## src/rtl/register_with_freeze_and_flush.sv

```systemverilog
`default_nettype none
// ============================================================================
// Module   : register_with_freeze_and_flush
// Brief    : WIDTH-bit pipeline register with hold (freeze) and synchronous
//            clear (flush); flush overrides freeze. Optional `valid` output
//            enabled by defining REG_FREEZE_FLUSH_VALID_EN.
// Revision : 1.0 - initial release
// ============================================================================
module register_with_freeze_and_flush #(
    parameter int               WIDTH       = 32,
    parameter logic [WIDTH-1:0] RESET_VALUE = {WIDTH{1'b0}},
    parameter logic [WIDTH-1:0] FLUSH_VALUE = {WIDTH{1'b0}}
) (
    input  logic             clk,
    input  logic             rst,
    input  logic             freeze,
    input  logic             flush,
    input  logic [WIDTH-1:0] in,
`ifdef REG_FREEZE_FLUSH_VALID_EN
    output logic             valid,
`endif
    output logic [WIDTH-1:0] out
);

    logic [WIDTH-1:0] r_data;

    // rst is active-low; flush takes precedence over freeze
    always_ff @(posedge clk or negedge rst) begin
        if (!rst) begin
            r_data <= RESET_VALUE;
        end else if (flush) begin
            r_data <= FLUSH_VALUE;
        end else if (!freeze) begin
            r_data <= in;
        end
    end

    assign out = r_data;

`ifdef REG_FREEZE_FLUSH_VALID_EN
    logic r_valid;

    // Marks non-bubble data; tracks the same priority as r_data
    always_ff @(posedge clk or negedge rst) begin
        if (!rst) begin
            r_valid <= 1'b0;
        end else if (flush) begin
            r_valid <= 1'b0;
        end else if (!freeze) begin
            r_valid <= 1'b1;
        end
    end

    assign valid = r_valid;
`endif

endmodule
`default_nettype wire

```

## config.mk

```make
export PLATFORM = sky130hd
export DESIGN_NAME = register_with_freeze_and_flush
export DESIGN_NICKNAME = d
export VERILOG_FILES = /design/src/rtl/register_with_freeze_and_flush.sv
export SDC_FILE = /design/constraint.sdc
export NUM_CORES = 1
export LEC_CHECK = 0
export ABC_AREA = 1
export CAP_MARGIN = 0
export CORE_AREA = 2 2 50 52
export DETAILED_ROUTE_END_ITERATION = 10
export DIE_AREA = 0 0 52 54
export DONT_BUFFER_PORTS = 1
export PLACE_DENSITY = 0.72
export SYNTH_ARGS = -nofsm -noshare
export SYNTH_HDL_FRONTEND = slang
export SYNTH_SLANG_ARGS = --single-unit
```

## constraint.sdc

```tcl
create_clock -name clk -period 0.8 [get_ports clk]
set_input_delay 0.12 -clock clk [delete_from_list [all_inputs] [get_ports clk]]
set_output_delay 0.12 -clock clk [all_outputs]
set_load 0.03 [all_outputs]
```

* Word-level counts from Yosys, hierarchy flattened
Index checks and enable logic that the tools add are counted.
Cells by class: add/sub/neg operators 0, $mul 0, div/mod/pow operators 0, $lt $le $gt $ge 0, equal/unequal tests 1, shift-type cells 0, multiplexer cells 2, bitwise logic cells 0, reduce and logical (&&, ||, !) cells 0
Operators with widths (number):
- 32-bit two-way mux | 2
- 2-bit by 1-bit inequality test with 1-bit output, second input constant | 1
Word-level totals: register bits after elaboration 32, latch bits 0, memory bits (writable) 0, bits in read-only memories 0, bits of input ports 36, output and inout port bits 32, logic and storage cells 4, memories kept 0

* Logic depth before layout (Yosys ltp)
Gate-level depths: netlist (run 1).
depth in word-level cells 2, gate-level depth with buffers 5, depth with buffers taken out 3

* Worst setup path after synthesis (run 1)
No wires, ideal clock.
path kind reg2reg, from register, netlist name out[0], to register r_data[0], in the netlist out[0], library setup time 117 ps, arrival time 636 ps, slack 46 ps, stages on the path, launching flop included 3, path through dfrtp_1 nand3_1 nand2_1
RTL lines:
- end signal: assignment | line 34 | r_data <= in;
- end: declaration | line 25 | logic [WIDTH-1:0] r_data;

* Final worst setup path (run 1)
from register r_data[22], in the netlist out[22], to output port out[22]
RTL lines:
- end: declaration | line 22 | output logic [WIDTH-1:0] out
No word-level cell between the ends.

==> flow_summary.yaml, run 1 <==
run_status:
  status: "finished with violations"
  violations: "negative hold slack, negative setup slack"
pwr:
  p_seq_share_pct: 50.0
  irDropWorstVdd_mv: 1.65
  clockPowerShare_pct: 27.6
  p_leak_uw: 0.00116
  p_int_uw: 2540
  p_sw_share_pct: 29.0
  pwr-share-comb_pct: 22.4
  finalPower_uw: 3570
  p_per_area_mw_per_mm2: 1620
  netSwitchingPower_uw: 1040
logic_synthesis:
  synth_nets: 176
  netlist_area_mm2: 0.00129
  yosys_warnings: 0
  ys_seq_area_share_pct: 62.0
  yosys_register_bits: 32
  synth_cell_type_count: 7
  synth_cells: 140
  avgSynthCellArea_um2: 9.22
setup_path:
  crit_chain: "buf_6"
  crit_type: "flip-flop to output pin"
  cpPeakStageDelay_ns: 0.44
  crit_cells: 1
  cpLargestDelayFamily: "flip-flops"
  r2r_cells: 3
  crit_buf_inv: 1
  critPathLaunchType: "flip-flop"
  required_ns: 0.68
  worstPathArrival_ns: 0.94
  reg2reg_slack_ns: -0.06
  crit_slowest_cell: "dfrtp_1"
  endpoint_kind: "output pin"
  worstPathMaxFanout: 2
final_layout:
  largest_register_ffs: 32
  fin_cells: 250
  final-seq-area_um2: 801
  final_cell_mix: "63 x nand2_1, 33 x buf_6, 32 x dlygate4sd3_1, 32 x dfrtp_1, 24 x nand3_1"
  antenna_cells: 0
  final_cell_area_mm2: 0.00220
  fill_cells: 65
  utilization_pct: 94.8
  layout_commonest_cell: "nand2_1"
  drive_above_1_share_pct: 30.5
  area_growth_pct: 70.3
  multi_input_area_um2: 454
  final_nets: 255
timing:
  tightest_slew_ns: 0.155
  hold_violations: 63
  max_freq_mhz: 947
  fin_crit_ns: 1.06
  period_share_pct: 132
  setup_viol: 38
  relSlewSlack_pct: 89.7
  layout_setup_ws_ns: -0.256
  tns_ns: -7.06
  finalMaxSlewViolations: 0
  rsz0062_at_grt: "yes"
  timing.hold.ws_ns: -0.544
  finClkSkew_ns: 0
die:
  num_io_pins: 68
  fp-row-count: 18
  initial_utilization_pct: 55.7
  die-area_mm2: 0.00281
  core_area_mm2: 0.00232
  die_w_um: 52
  die_h_um: 54
cts:
  clkTransAtPathRegs_ns: 0.11
  root_buffer: "clkbuf_4"
  cts_max_path_buffers: 2
  clkLatencyLatePin_ns: 0.33
  clock_sinks: 32
  cts_tree: "yes"
  cts_buffers: 5
  cts_htree_levels: 2
  holdBufCountCts: 32
grt:
  antenna_found_initial: 0
  first_global_vias: 1294
  gr-total-overflow: 0
  grt_start_max_net_pins: 34
  grt_use_total_pct: 31.4
  grt_pass1_wl_um: 6180
job:
  cap_violations: 0
placed_design:
  port_buffers: 0
  dpl-instance-area_mm2: 0.00153
  globalplace.congestion: 0.666
  placed_cells: 194
  dp.final_hpwl_um: 1790
detailed_routing:
  wirelength_um: 4900
  drc: 0
  first_pass_iters: 4
  drt_iter0_markers: 40
  via_count: 1367
  via_per_inst: 5.47
  routedWlPerCell_um: 19.6
  postRouteAntennaNets: 0
worst_hold_path:
  hold_path_class: "primary input to asynchronous set/reset pin"
## metal layers
layer | routed length, µm | share of wire, % | global-route usage (%) | up-vias
met3 | 417 | 8.5 | 9.17 | 12
met5 | 0 | 0 | 0 | -
met4 | 117 | 2.4 | 13.6 | 0
li1 | - | - | - | 604
met1 | 1830 | 37 | 33.6 | 667
met2 | 2530 | 52 | 57.4 | 84
## power groups by stage
stage / Sequential [µW] / Combinational (µW) / Clock, µW
after floorplan: 1970 / 161 / 0
after global placement: 1780 / 487 / 0
after detailed placement: 1790 / 496 / 0
after CTS: 1770 / 714 / 949
after global routing: 1790 / 835 / 1060
final: 1790 / 800 / 985
## cell usage after synthesis, drive strengths merged
cell type / n / area [µm²]
buf: 10 / 75.1
dfrtp: 32 / 801
inv: 1 / 3.75
nand2: 64 / 240
nand3: 32 / 160
nor2: 1 / 11.3
## repair_timing
action,4_1_cts,5_1_grt
pin swaps,0,7
buffers inserted,9,9
endpoints found under the setup margin,32,36
endpoints found under the hold margin,64,64
resized for setup,32,10
## final timing paths
path | start | endpoint
max reg2reg | out[1] | out[1]
min | rst | out[17]
min reg2reg | out[31] | out[31]
max | out[22] | out[22]
min in group clk | freeze | out[23]
max in group asynchronous | rst | out[11]
## cell families (layout without fill, tap and decap cells)
| family | Yosys count | count (layout) | share of synthesized area (%) |
|---|---|---|---|
| flip-flops | 32 | 32 | 62.0 |
| buffers and inverters | 11 | 91 | 6.10 |
| AND/OR/NAND/NOR | 97 | 97 | 31.9 |
## metrics by stage
step	hold WS, ns	worst slack (ns)
6_report	-0.544	-0.256
5_1_grt	-0.566	-0.282
4_1_cts	-0.535	-0.217
3_5_place_dp	-0.175	0.136
3_3_place_gp	-0.175	0.150
2_1_floorplan	-0.176	0.0463
## cell type report
cell class	count	share of cell area, %
timing repair buffer	82	38.4
sequential	32	36.4
multi-input combinational	97	20.6
clock buffer	8	2.67
tap	30	1.71
inverter	1	0.171
Note: power is estimated with default switching activity, not from simulation.
==> inputs of run 2 (changes only) <==
--- a/config.mk
+++ b/config.mk
@@ -7,11 +7,11 @@
 export LEC_CHECK = 0
 export ABC_AREA = 1
 export CAP_MARGIN = 0
-export CORE_AREA = 2 2 50 52
+export CORE_AREA = 2 2 55 57
 export DETAILED_ROUTE_END_ITERATION = 10
-export DIE_AREA = 0 0 52 54
+export DIE_AREA = 0 0 57 59
 export DONT_BUFFER_PORTS = 1
-export PLACE_DENSITY = 0.72
+export PLACE_DENSITY = 0.61
 export SYNTH_ARGS = -nofsm -noshare
 export SYNTH_HDL_FRONTEND = slang
 export SYNTH_SLANG_ARGS = --single-unit
==> run 2 against run 1 <==
Largest power group unchanged. The run still ends with negative hold slack, negative setup slack left. Cell count increased by 0.80%. Combinational power decreased by 2%. Non-clock buffer count increased by 1. First-iteration DRC count increased by 73%. Critical endpoint is now out[23]. Sequential power about the same. Highest routed layer unchanged. Clock skew unchanged. Utilization decreased by 13 points. Flip-flop and latch count unchanged. Final area increased by 0.57%.
==> flow_summary.yaml, run 2 (synthesis results as in run 1) <==
die:
  die_h_um: 59
  initial_utilization_pct: 47.6
  die_w_um: 57
  core_area_mm2: 0.00271
  die-area_mm2: 0.00336
  num_io_pins: 68
  fp-row-count: 19
setup_path:
  crit_start: "out[23]"
  worstPathMaxFanout: 2
  critPathLaunchType: "flip-flop"
  worstPathArrival_ns: 0.90
  reg2reg_slack_ns: -0.09
  crit_end: "out[23]"
  crit_slowest_cell: "dfrtp_1"
  crit_cells: 1
  crit_buf_inv: 1
  reg2reg_from: "out[25]"
  cpLargestDelayFamily: "flip-flops"
  endpoint_kind: "output pin"
  cpPeakStageDelay_ns: 0.42
  r2r_end: "out[25]"
  required_ns: 0.68
  r2r_cells: 4
  crit_chain: "buf_6"
  crit_type: "flip-flop to output pin"
detailed_routing:
  wirelength_um: 4080
  drt_iter0_markers: 69
  first_pass_iters: 4
  via_count: 1310
  postRouteAntennaNets: 0
  drc: 0
  routedWlPerCell_um: 16.2
  via_per_inst: 5.20
cts:
  cts_max_path_buffers: 2
  cts_tree: "yes"
  clkLatencyLatePin_ns: 0.32
  root_buffer: "clkbuf_4"
  holdBufCountCts: 32
  cts_buffers: 5
  clkTransAtPathRegs_ns: 0.09
  cts_htree_levels: 2
  clock_sinks: 32
grt:
  grt_start_max_net_pins: 34
  grt_pass1_wl_um: 6050
  grt_use_total_pct: 24.6
  antenna_found_initial: 0
  gr-total-overflow: 0
  first_global_vias: 1246
final_layout:
  final_nets: 256
  area_growth_pct: 71.3
  final_cell_mix: "64 x nand2_1, 36 x buf_6, 32 x dlygate4sd3_1, 32 x dfrtp_1, 25 x nand3_1"
  utilization_pct: 81.6
  drive_above_1_share_pct: 29.9
  final_cell_area_mm2: 0.00221
  antenna_cells: 0
  layout_commonest_cell: "nand2_1"
  largest_register_ffs: 32
timing:
  hold_violations: 64
  rsz0062_at_grt: "yes"
  layout_setup_ws_ns: -0.218
  max_freq_mhz: 982
  tightest_slew_ns: 0.157
  setup_viol: 36
  relSlewSlack_pct: 89.5
  timing.hold.ws_ns: -0.521
  period_share_pct: 127
  finalMaxSlewViolations: 0
  finClkSkew_ns: 0
  fin_crit_ns: 1.02
placed_design:
  globalplace.congestion: 0.621
  port_buffers: 0
  dp.final_hpwl_um: 1780
  dpl-instance-area_mm2: 0.00154
pwr:
  irDropWorstVdd_mv: 1.59
  p_per_area_mw_per_mm2: 1580
  p_leak_uw: 0.00117
job:
  cap_violations: 0
worst_hold_path:
  hold_path_class: "primary input to asynchronous set/reset pin"
run_status:
  status: "finished with violations"
  violations: "negative hold slack, negative setup slack"
run 2: cell count changes in the layout (fill, tap and decap cells not counted):
cell	before	now
buf_6	33	36
buf_4	15	13
nand2_1	63	64
nand2_2	1	0
nand3_1	24	25
nand3_2	8	7
run 2: what timing repair did:
| item | 4_1_cts | 5_1_grt |
|---|---|---|
| gates cloned | 0 | 0 |
| setup buffers | 10 | 10 |
| hold endpoints to repair | 64 | 64 |
| gates resized for setup | 32 | 11 |
| pin swaps | 0 | 11 |
| setup endpoints to repair | 32 | 40 |
run 2: how the worst min path moves through the flow:
stage	endpoint	slack [ns]	depth (start not counted)
6_report	out[0]	-0.52	0
5_1_grt	out[6]	-0.56	0
3_3_place_gp	out[0]	-0.17	0
2_1_floorplan	out[0]	-0.18	0
4_1_cts	out[22]	-0.54	0
3_5_place_dp	out[0]	-0.17	0
run 2: where the power goes:
group | switching, µW | leakage, µW | internal [µW]
Combinational | 382 | 0.000714 | 402
Clock | 498 | 0.0000326 | 433
Sequential | 72.7 | 0.000426 | 1710
Total | 952 | 0.00117 | 2540
run 2: worst reg2reg max path: stages (launching register included):
cell	delay, ns
dfrtp_1	0.42
buf_4	0.14
buf_4	0.12
nand3_1	0.07
nand2_1	0.05
run 2: layout make-up:
cell class / instances / area (µm²)
Timing Repair Buffer: 83 / 863
Inverter: 1 / 3.75
Multi-Input combinational cell: 97 / 447
Fill cell: 170 / 498
Tap cell: 31 / 38.8
Sequential cell: 32 / 801
Clock buffer: 8 / 58.8
run 2: per-layer routing:
| layer | up-vias | wire [µm] | global-route usage [%] |
|---|---|---|---|
| li1 | 609 | - | - |
| met1 | 640 | 1500 | 27.1 |
| met2 | 56 | 2290 | 44.7 |
| met3 | 5 | 252 | 8.73 |
| met4 | 0 | 34 | 7.31 |
| met5 | - | 0 | 0 |
run 2: metrics by stage:
stage	power [µW]	std cells	setup WS [ns]	hold slack, ns	setup TNS [ns]
floorplan	2130	140	0.0463	-0.176	0
global placement	2270	195	0.151	-0.175	0
detailed placement	2290	195	0.139	-0.175	0
CTS	3470	245	-0.216	-0.539	-6.46
global route	3660	252	-0.262	-0.558	-7.92
finish	3490	252	-0.218	-0.521	-6.36
==> inputs of run 3 (changes only) <==
--- a/config.mk
+++ b/config.mk
@@ -5,13 +5,12 @@
 export SDC_FILE = /design/constraint.sdc
 export NUM_CORES = 1
 export LEC_CHECK = 0
-export ABC_AREA = 1
 export CAP_MARGIN = 0
 export CORE_AREA = 2 2 55 57
 export DETAILED_ROUTE_END_ITERATION = 10
 export DIE_AREA = 0 0 57 59
 export DONT_BUFFER_PORTS = 1
-export PLACE_DENSITY = 0.61
+export PLACE_DENSITY = 0.62
 export SYNTH_ARGS = -nofsm -noshare
 export SYNTH_HDL_FRONTEND = slang
 export SYNTH_SLANG_ARGS = --single-unit
==> run 3 against run 2 <==
The flow still finishes with violations (negative hold slack, negative setup slack). Critical path depth unchanged. Utilization down 15 points. Cell count down 31%. Clock skew unchanged. Critical path type unchanged. Largest cell class is now registers. Largest power group unchanged.
==> flow_summary.yaml, run 3 <==
final_layout:
  layout_commonest_cell: "buf_6"
  largest_register_ffs: 32
  final_cell_mix: "37 x buf_6, 32 x nor2_1, 31 x mux2i_1"
  drive_above_1_share_pct: 52.4
  area_growth_pct: 36.1
  final_nets: 178
  antenna_cells: 0
  fin_cells: 174
die:
  num_io_pins: 68
  die-area_mm2: 0.00336
  die_w_um: 57
  initial_utilization_pct: 48.8
  core_area_mm2: 0.00271
  die_h_um: 59
  fp-row-count: 19
setup_path:
  crit_buf_inv: 1
  endpoint_kind: "output pin"
  reg2reg_slack_ns: -0.07
  r2r_cells: 3
  cpLargestDelayFamily: "flip-flops"
  worstPathMaxFanout: 2
  required_ns: 0.68
  crit_chain: "buf_6"
  r2r_end: "out[20]"
  crit_cells: 1
  crit_type: "flip-flop to output pin"
  crit_slowest_cell: "dfrtp_2"
  worstPathArrival_ns: 0.88
  cpPeakStageDelay_ns: 0.43
  reg2reg_from: "out[20]"
  critPathLaunchType: "flip-flop"
detailed_routing:
  routedWlPerCell_um: 15.7
  drt_iter0_markers: 38
  via_per_inst: 5.07
  first_pass_iters: 5
  wirelength_um: 2740
  postRouteAntennaNets: 0
  via_count: 883
  drc: 0
cts:
  cts_max_path_buffers: 2
  clkLatencyLatePin_ns: 0.32
  cts_htree_levels: 2
  clock_sinks: 32
  cts_buffers: 5
  cts_tree: "yes"
  clkTransAtPathRegs_ns: 0.09
  root_buffer: "clkbuf_4"
grt:
  gr-total-overflow: 0
  first_global_vias: 986
  grt_use_total_pct: 17.4
  antenna_found_initial: 0
  grt_start_max_net_pins: 33
  grt_pass1_wl_um: 4350
timing:
  layout_setup_ws_ns: -0.203
  tns_ns: -6.47
  relSlewSlack_pct: 87.7
  fin_crit_ns: 1.00
  rsz0062_at_grt: "yes"
  max_freq_mhz: 997
  setup_viol: 39
  period_share_pct: 125
  hold_violations: 64
  finalMaxSlewViolations: 0
  tightest_slew_ns: 0.180
  finClkSkew_ns: 0
  timing.hold.ws_ns: -0.515
pwr:
  finalPower_uw: 3220
  irDropWorstVdd_mv: 1.54
  p_per_area_mw_per_mm2: 1790
  pwr-share-comb_pct: 18.3
  p_sw_share_pct: 26.2
  p_int_uw: 2370
  p_leak_uw: 0.000891
  netSwitchingPower_uw: 843
  p_seq_share_pct: 55.7
  clockPowerShare_pct: 26.0
logic_synthesis:
  yosys_warnings: 0
  synth.top_cell.area_share_pct: 60.5
  synthTopCellsByCount: "32 x dfrtp_1, 32 x mux2i_1, 32 x nor2_1"
  synth-edff-count: 0
  synth_area_leader_cell: "dfrtp_1"
  yosys_register_bits: 32
  synth_cells: 103
  ys.flop_type: "dfrtp_1"
  avgSynthCellArea_um2: 12.9
  ys_seq_area_share_pct: 60.5
  synth_nets: 139
  synth_cell_type_count: 6
  yosys-top-cells-area: "dfrtp_1 60%, mux2i_1 24%, nor2_1 9.1%, buf_12 4.5%, buf_6 0.85%"
  async_flop_share_pct: 100
  netlist_area_mm2: 0.00132
run_status:
  violations: "negative hold slack, negative setup slack"
  status: "finished with violations"
worst_hold_path:
  hold_path_class: "primary input to asynchronous set/reset pin"
job:
  cap_violations: 0
placed_design:
  placed_cells: 159
  dp.final_hpwl_um: 1790
  port_buffers: 0
  preCtsSetupSlack_ns: 0.0561
  globalplace.congestion: 0.652
-- run 3: changes by cell type after synthesis, moves of 3 or more --
cell / change
mux2i_1: +32
clkbuf_1: +3
nand2_1: -64
buf_12: +3
buf_2: -6
buf_6: -3
nand3_1: -32
nor2_1: +32
-- run 3: routing by layer --
metal	vias to the layer above	routed length, µm	GRT usage, %
met2	42	1480	29.9
met4	0	32	5.98
met3	5	233	7.86
met1	424	994	19.4
met5	-	0	0
li1	412	-	-
-- run 3: worst max path at each step --
stage               startpoint  slack [ns]       to
detailed placement     out[13]        0.06  out[13]
global placement       out[13]        0.12  out[13]
floorplan              out[27]       0.005  out[27]
CTS                    out[19]       -0.21  out[19]
finish                 out[22]       -0.20  out[22]
global route            out[2]       -0.25   out[2]
-- run 3: timing repair --
| item | in CTS | in global routing |
|---|---|---|
| gates resized for setup | 32 | 6 |
| buffers inserted | 7 | 0 |
| endpoints found under the setup margin | 32 | 40 |
| hold endpoints to repair | 64 | 64 |
| pin swaps | 0 | 4 |
-- run 3: logic make-up after synthesis --
kind of cell           share of synthesized area, %
flip-flops                                     60.5
buffers and inverters                          6.24
multiplexers                                   24.2
AND/OR/NAND/NOR                                9.07
-- run 3: power by group through the flow --
| stage | combinational, µW | sequential (µW) | clock [µW] |
|---|---|---|---|
| 6_report | 589 | 1790 | 836 |
| 5_1_grt | 622 | 1800 | 943 |
| 4_1_cts | 580 | 1790 | 869 |
| 3_5_place_dp | 494 | 1800 | 0 |
| 3_3_place_gp | 484 | 1800 | 0 |
| 2_1_floorplan | 223 | 1990 | 0 |
-- run 3: final cells by class --
| type | count | area [µm²] |
|---|---|---|
| Fill cell | 213 | 908 |
| Sequential cell | 32 | 838 |
| Multi-Input combinational cell | 64 | 444 |
| Timing Repair Buffer | 39 | 432 |
| Clock buffer | 8 | 48.8 |
| Tap cell | 31 | 38.8 |
-- run 3: per-stage QoR --
step | util (%) | area [µm²]
global placement | 57.5 | 1560
detailed placement | 57.5 | 1560
CTS | 65.7 | 1780
finish | 66.5 | 1800
floorplan | - | 1360
global route | 66.5 | 1800
